### src/rtl/lattice_readout.sv
// Streams one lattice frame from a read-latency BRAM port onto an AXI4-Stream master.
// Optional header beat carrying the frame number: define LATTICE_READOUT_HEADER_EN.
module lattice_readout #(
    parameter int ADDR_W   = 4,
    parameter int DATA_W   = 16,
    parameter int DEPTH    = 16,
    parameter int READ_LAT = 2,
    parameter int FIFO_D   = READ_LAT + 2
) (
    input  logic              clk,
    input  logic              rst,
    input  logic              start,
    output logic              busy,
    output logic              frame_done,
    output logic [ADDR_W-1:0] bram_addr,
    output logic              bram_en,
    input  logic [DATA_W-1:0] bram_dout,
    output logic [DATA_W-1:0] m_axis_tdata,
    output logic              m_axis_tvalid,
    input  logic              m_axis_tready,
    output logic              m_axis_tlast,
    output logic [15:0]       frame_count
);

    localparam int PTR_W  = (FIFO_D > 1) ? $clog2(FIFO_D) : 1;
    localparam int CNT_W  = $clog2(FIFO_D + 1);
    localparam int BEAT_W = $clog2(DEPTH + 2);
`ifdef LATTICE_READOUT_HEADER_EN
    localparam int LAST_BEAT = DEPTH;
`else
    localparam int LAST_BEAT = DEPTH - 1;
`endif
    localparam logic [ADDR_W-1:0] LAST_ADDR = ADDR_W'(DEPTH - 1);

`ifdef LATTICE_READOUT_HEADER_EN
    typedef enum logic [2:0] {S_IDLE, S_HEADER, S_READ, S_DRAIN, S_DONE} state_t;
`else
    typedef enum logic [2:0] {S_IDLE, S_READ, S_DRAIN, S_DONE} state_t;
`endif

    state_t state, state_nxt;

    logic [ADDR_W-1:0]   addr;
    logic [READ_LAT-1:0] rd_vld_p;
    logic [DATA_W-1:0]   fifo_mem [FIFO_D];
    logic [PTR_W-1:0]    wr_ptr;
    logic [PTR_W-1:0]    rd_ptr;
    logic [CNT_W-1:0]    fifo_cnt;
    logic [BEAT_W-1:0]   beat_idx;
    logic [15:0]         frame_cnt;

    logic              issue;
    logic              credit_ok;
    logic              drain_empty;
    logic              hdr_push;
    logic              push;
    logic              pop;
    logic [DATA_W-1:0] push_data;
    logic              accept;

    function automatic logic [PTR_W-1:0] ptr_inc(input logic [PTR_W-1:0] p);
        return (p == PTR_W'(FIFO_D - 1)) ? '0 : p + 1'b1;
    endfunction

    assign accept = (state == S_IDLE) && start;

    // Every issued read owns a FIFO slot from issue until it is popped.
    assign credit_ok   = (int'(fifo_cnt) + $countones(rd_vld_p)) < FIFO_D;
    assign drain_empty = (rd_vld_p == '0) &&
                         ((fifo_cnt == '0) || ((fifo_cnt == CNT_W'(1)) && pop));

`ifdef LATTICE_READOUT_HEADER_EN
    assign hdr_push  = accept;
    assign push_data = hdr_push ? DATA_W'(frame_cnt) : bram_dout;
`else
    assign hdr_push  = 1'b0;
    assign push_data = bram_dout;
`endif

    assign push = rd_vld_p[READ_LAT-1] | hdr_push;
    assign pop  = m_axis_tvalid && m_axis_tready;

    always_comb begin
        state_nxt = state;
        issue     = 1'b0;
        case (state)
            S_IDLE: begin
                if (start) begin
`ifdef LATTICE_READOUT_HEADER_EN
                    state_nxt = S_HEADER;
`else
                    state_nxt = S_READ;
`endif
                end
            end
`ifdef LATTICE_READOUT_HEADER_EN
            S_HEADER: state_nxt = S_READ;
`endif
            S_READ: begin
                issue = credit_ok;
                if (credit_ok && (addr == LAST_ADDR)) state_nxt = S_DRAIN;
            end
            S_DRAIN: begin
                if (drain_empty) state_nxt = S_DONE;
            end
            S_DONE:  state_nxt = S_IDLE;
            default: state_nxt = S_IDLE;
        endcase
    end

    always_ff @(posedge clk or posedge rst) begin
        if (rst) state <= S_IDLE;
        else     state <= state_nxt;
    end

    always_ff @(posedge clk or posedge rst) begin
        if (rst) begin
            addr      <= '0;
            frame_cnt <= '0;
            beat_idx  <= '0;
        end else begin
            if (accept)
                addr <= '0;
            else if (issue && (addr != LAST_ADDR))
                addr <= addr + 1'b1;

            if (accept)   beat_idx <= '0;
            else if (pop) beat_idx <= beat_idx + 1'b1;

            if (state == S_DONE) frame_cnt <= frame_cnt + 16'd1;
        end
    end

    // Stage p0..p(READ_LAT-1): reads in flight; the last stage marks bram_dout valid
    always_ff @(posedge clk or posedge rst) begin
        if (rst) rd_vld_p <= '0;
        else     rd_vld_p <= (rd_vld_p << 1) | READ_LAT'(issue);
    end

    always_ff @(posedge clk or posedge rst) begin
        if (rst) begin
            wr_ptr   <= '0;
            rd_ptr   <= '0;
            fifo_cnt <= '0;
        end else begin
            if (push) wr_ptr <= ptr_inc(wr_ptr);
            if (pop)  rd_ptr <= ptr_inc(rd_ptr);
            case ({push, pop})
                2'b10:   fifo_cnt <= fifo_cnt + 1'b1;
                2'b01:   fifo_cnt <= fifo_cnt - 1'b1;
                default: fifo_cnt <= fifo_cnt;
            endcase
        end
    end

    always_ff @(posedge clk) begin
        if (push) fifo_mem[wr_ptr] <= push_data;
    end

    // Head is gated so tdata reads zero whenever nothing is offered.
    assign m_axis_tvalid = (fifo_cnt != '0);
    assign m_axis_tdata  = m_axis_tvalid ? fifo_mem[rd_ptr] : '0;
    assign m_axis_tlast  = m_axis_tvalid && (beat_idx == BEAT_W'(LAST_BEAT));

    assign bram_en     = issue;
    assign bram_addr   = addr;
    assign busy        = (state != S_IDLE) && (state != S_DONE);
    assign frame_done  = (state == S_DONE);
    assign frame_count = frame_cnt;

endmodule

### config.mk
export PLATFORM = sky130hd
export DESIGN_NAME = lattice_readout
export DESIGN_NICKNAME = d
export VERILOG_FILES = /design/src/rtl/lattice_readout.sv
export SDC_FILE = /design/constraint.sdc
export NUM_CORES = 1
export LEC_CHECK = 0
export ABC_AREA = 0
export BUFFER_PORTS_ARGS = -buffer_cell sky130_fd_sc_hd__buf_2
export CAP_MARGIN = 20
export CORE_MARGIN = 1.5
export CORE_UTILIZATION = 60
export DETAILED_ROUTE_END_ITERATION = 12
export PLACE_DENSITY = 0.83
export SLEW_MARGIN = 20
export SYNTH_ARGS = -nofsm -noshare
export SYNTH_HDL_FRONTEND = slang
export SYNTH_SLANG_ARGS = --single-unit
### constraint.sdc
create_clock -name clk -period 3.7 [get_ports clk]
set_input_delay 0.185 -clock clk [delete_from_list [all_inputs] [get_ports clk]]
set_output_delay 0.185 -clock clk [all_outputs]
set_load 0.02 [all_outputs]
==> metrics.txt <==
instance area at placement=4660 µm²; Synthesis Warnings=0; Total Wirelength=6.89 mm; cell at the slowest stage of the critical path=nand2b_1; placeable core region=6830 µm²; area enclosed by the die boundary=7630 µm²; total of endpoints with negative setup slack in the final report=0; arrival time worst endpoint=between 2 and 3 ns; Crit path required time=3.95 ns; post-place setup slack=1.25 ns; via count of the first global-routing pass=2305; DR WL met3=345 µm; I/O pin count=61; post-synthesis instance area=4270 µm²; start point of the critical path=fifo_cnt[0]; number of buffers added by the clock tree synthesis step=9; Clock Sink Count=100; final cycle utilization of the critical path=between 60 and 70%; type of the most critical hold path=in2reg; Post-Synthesis Cells=270; static leakage power=2.02 nW; average cell area after synthesis=15.8 µm²; starting density of the core=roughly 62%; routed metal-1 wire length=3.14 mm; internal reg-to-reg setup slack=1.24 ns; number of cells on the critical path=8; Synth Register Bits=100; number of antenna violations at the first check in global routing=0; GPL Wtd Cong=0.780; clock-pin transition on the worst setup and hold timing paths=around 0.10 ns; TritonCTS clock tree=built; number of cells on the worst reg-to-reg path=8; via count=2314; Clock Root Buffer=clkbuf_8; number of endpoints with negative hold slack in the final report=0; Crit Path Class=reg2reg; number of routed nets with antenna violations=0; deepest level of the CTS H-tree=3; delay-heaviest family, CP=simple AND/OR/NAND/NOR gates; Final Critical Period=2.46 ns; post-route cell area=4840 µm²; status=finished clean; vias per std cell=approximately 5.3; global-route wire length before repair=11.2 mm; setup TNS=0 ns; pwr dens=727 nW/µm²; ANT cells=0; clk buf depth=2; total nets after synthesis=310; portion of synthesized cell area occupied by the leading cell type=between 40% and 50%; worst clock skew=~0.0084 ns; die span in y=87.4 µm; pin count of the biggest net entering global routing=37; # port buffers=60; CP Launch Type=register; Tot GR Track Use=roughly 20%; First-pass DRT Iterations=4; Detail Placement HPWL=4.51 mm; routed wirelength normalized by instance count=around 16 µm; Max Fclk=407 MHz; DR top layer=met4; Worst Path Buf+Inv=1; area delta synth->final=13.5%; routed wl met2=3.27 mm; Max transition margin=45.1%; Seq/Total Area, Yosys=66.1%; Worst Max-Slew Pin Slew=0.824 ns; leading cell type by number of instances after synthesis=edfxtp_1; share of post-route cells with drive strength above 1=between 20% and 30%; number of nets in the layout=375; Chip Width=87.4 µm; number of rows in the core area=30; Max stage delay on crit path=around 0.52 ns; number of max-cap violations=0; worst reg2reg path endpoint=fifo_cnt[2]; hold wc startpoint=bram_dout[6]; commonest cells in the netlist=edfxtp_1 (64), dfrtp_1 (36), and2_1 (23); DRC violation count after routing=0; cells along the critical path=inv_1 > ha_1 > nand2b_1 > and2_1 > ha_1 > mux2i_1 > nor2_1 > xnor2_1; cell taking the most area after synthesis=edfxtp_1; EDFF count, synth=64; Crit path top cell by count=ha_1; unrepaired setup endpoints after global routing=no; critical path peak fanout=21; type of destination of the critical path=register; dominant cells by area after synthesis=edfxtp_1 (45%), dfrtp_1 (21%), mux4_2 (8.4%); insertion delay to the later sink of the worst-skew pair=0.36 ns; count of cell types in the netlist=34; Pins Over Slew Limit=0; post-route worst setup slack=approximately 1.2 ns; R2R Path Start=fifo_cnt[0]; worst setup path end=fifo_cnt[2]; highest ir drop seen on vdd=just under 0.0004 V; most used flip-flop cell after synthesis=edfxtp_1; number of DRC markers after the initial detailed-route iteration=112; worst hold margin=0.0281 ns; GRT overflow=0; Core Util, Final=about 70%; fraction of registers with async set/reset=36.0%
-- logic make-up after synthesis --
kind of cell / count (synthesis) / synth area share, %
DFF: 100 / 66.1
and+or+nand+nor: 68 / 8.65
muxes: 24 / 10.5
xor gates and xnor gates: 22 / 4.51
buffers and inverters: 21 / 2.08
adders and majority gates: 20 / 5.86
AOI/OAI and AO/OA: 15 / 2.26
-- cell usage in the layout (no fill, tap or decap), types with 5 or more instances in the layout --
cell type and n:
xor2_1 8, inv_1 12, o21ai_0 5, edfxtp_1 64, nor2_1 12, xnor2_1 14, clkbuf_8 9, dfrtp_1 36
ha_1 20, and3_1 5, nand3_1 11, nand2_1 5, buf_2 60, and2_1 23, mux4_2 16
-- through the flow --
step | cells | total power (W)
finish | 436 | 0.00352
global route | 436 | 0.00373
CTS | 436 | 0.00356
detailed placement | 419 | 0.00294
global placement | 419 | 0.00289
floorplan | 270 | 0.00257
-- layout make-up --
| class | instances | area (µm²) |
|---|---|---|
| Clock inverter | 7 | 50.0 |
| Fill cell | 477 | 1990 |
| Clock buffer | 9 | 124 |
| Multi-Input combinational cell | 149 | 1360 |
| Tap cell | 96 | 120 |
| Inverter | 12 | 45.0 |
| Timing Repair Buffer | 63 | 325 |
| Sequential cell | 100 | 2820 |
-- metal layers --
| layer | GRT usage, % | up-vias |
|---|---|---|
| met5 | 0 | - |
| met4 | 9.09 | 0 |
| met3 | 4.64 | 10 |
| met2 | 30.5 | 49 |
| met1 | 27.6 | 1135 |
| li1 | - | 1120 |
-- what timing repair did --
action                                 CTS  global route
buffers inserted                         0             0
hold buffers                             1             0
endpoints found under the hold margin   36             0
resized for setup                        0             0
-- worst min path at each step --
stage / to / slack [ns] / cells past startpoint
final: fifo_mem[2][6] / 0.03 / 1
after global routing: fifo_mem[2][6] / 0.02 / 1
after CTS: fifo_mem[0][5] / 0.02 / 1
after detailed placement: frame_count[15] / 0.31 / 3
after global placement: frame_count[15] / 0.30 / 3
after floorplan: fifo_mem[0][0] / 0.28 / 0
-- power breakdown --
group	total [W]	internal (W)	leakage (nW)	switching, W
sequential	0.00158	0.00139	1.05	0.000193
combinational	0.00132	0.000604	0.884	0.000716
clock	0.000620	0.000249	0.0872	0.000371
total	0.00352	0.00224	2.02	0.00128
-- state kept, by name (all words and copies together), names as in the netlist --
register / flops
beat_idx: 5
bram_addr: 4
fifo_cnt: 3
fifo_mem: 64
frame_count: 16
rd_ptr: 2
rd_vld_p: 2
state: 2
wr_ptr: 2
Note: power is estimated with default switching activity, not from simulation.
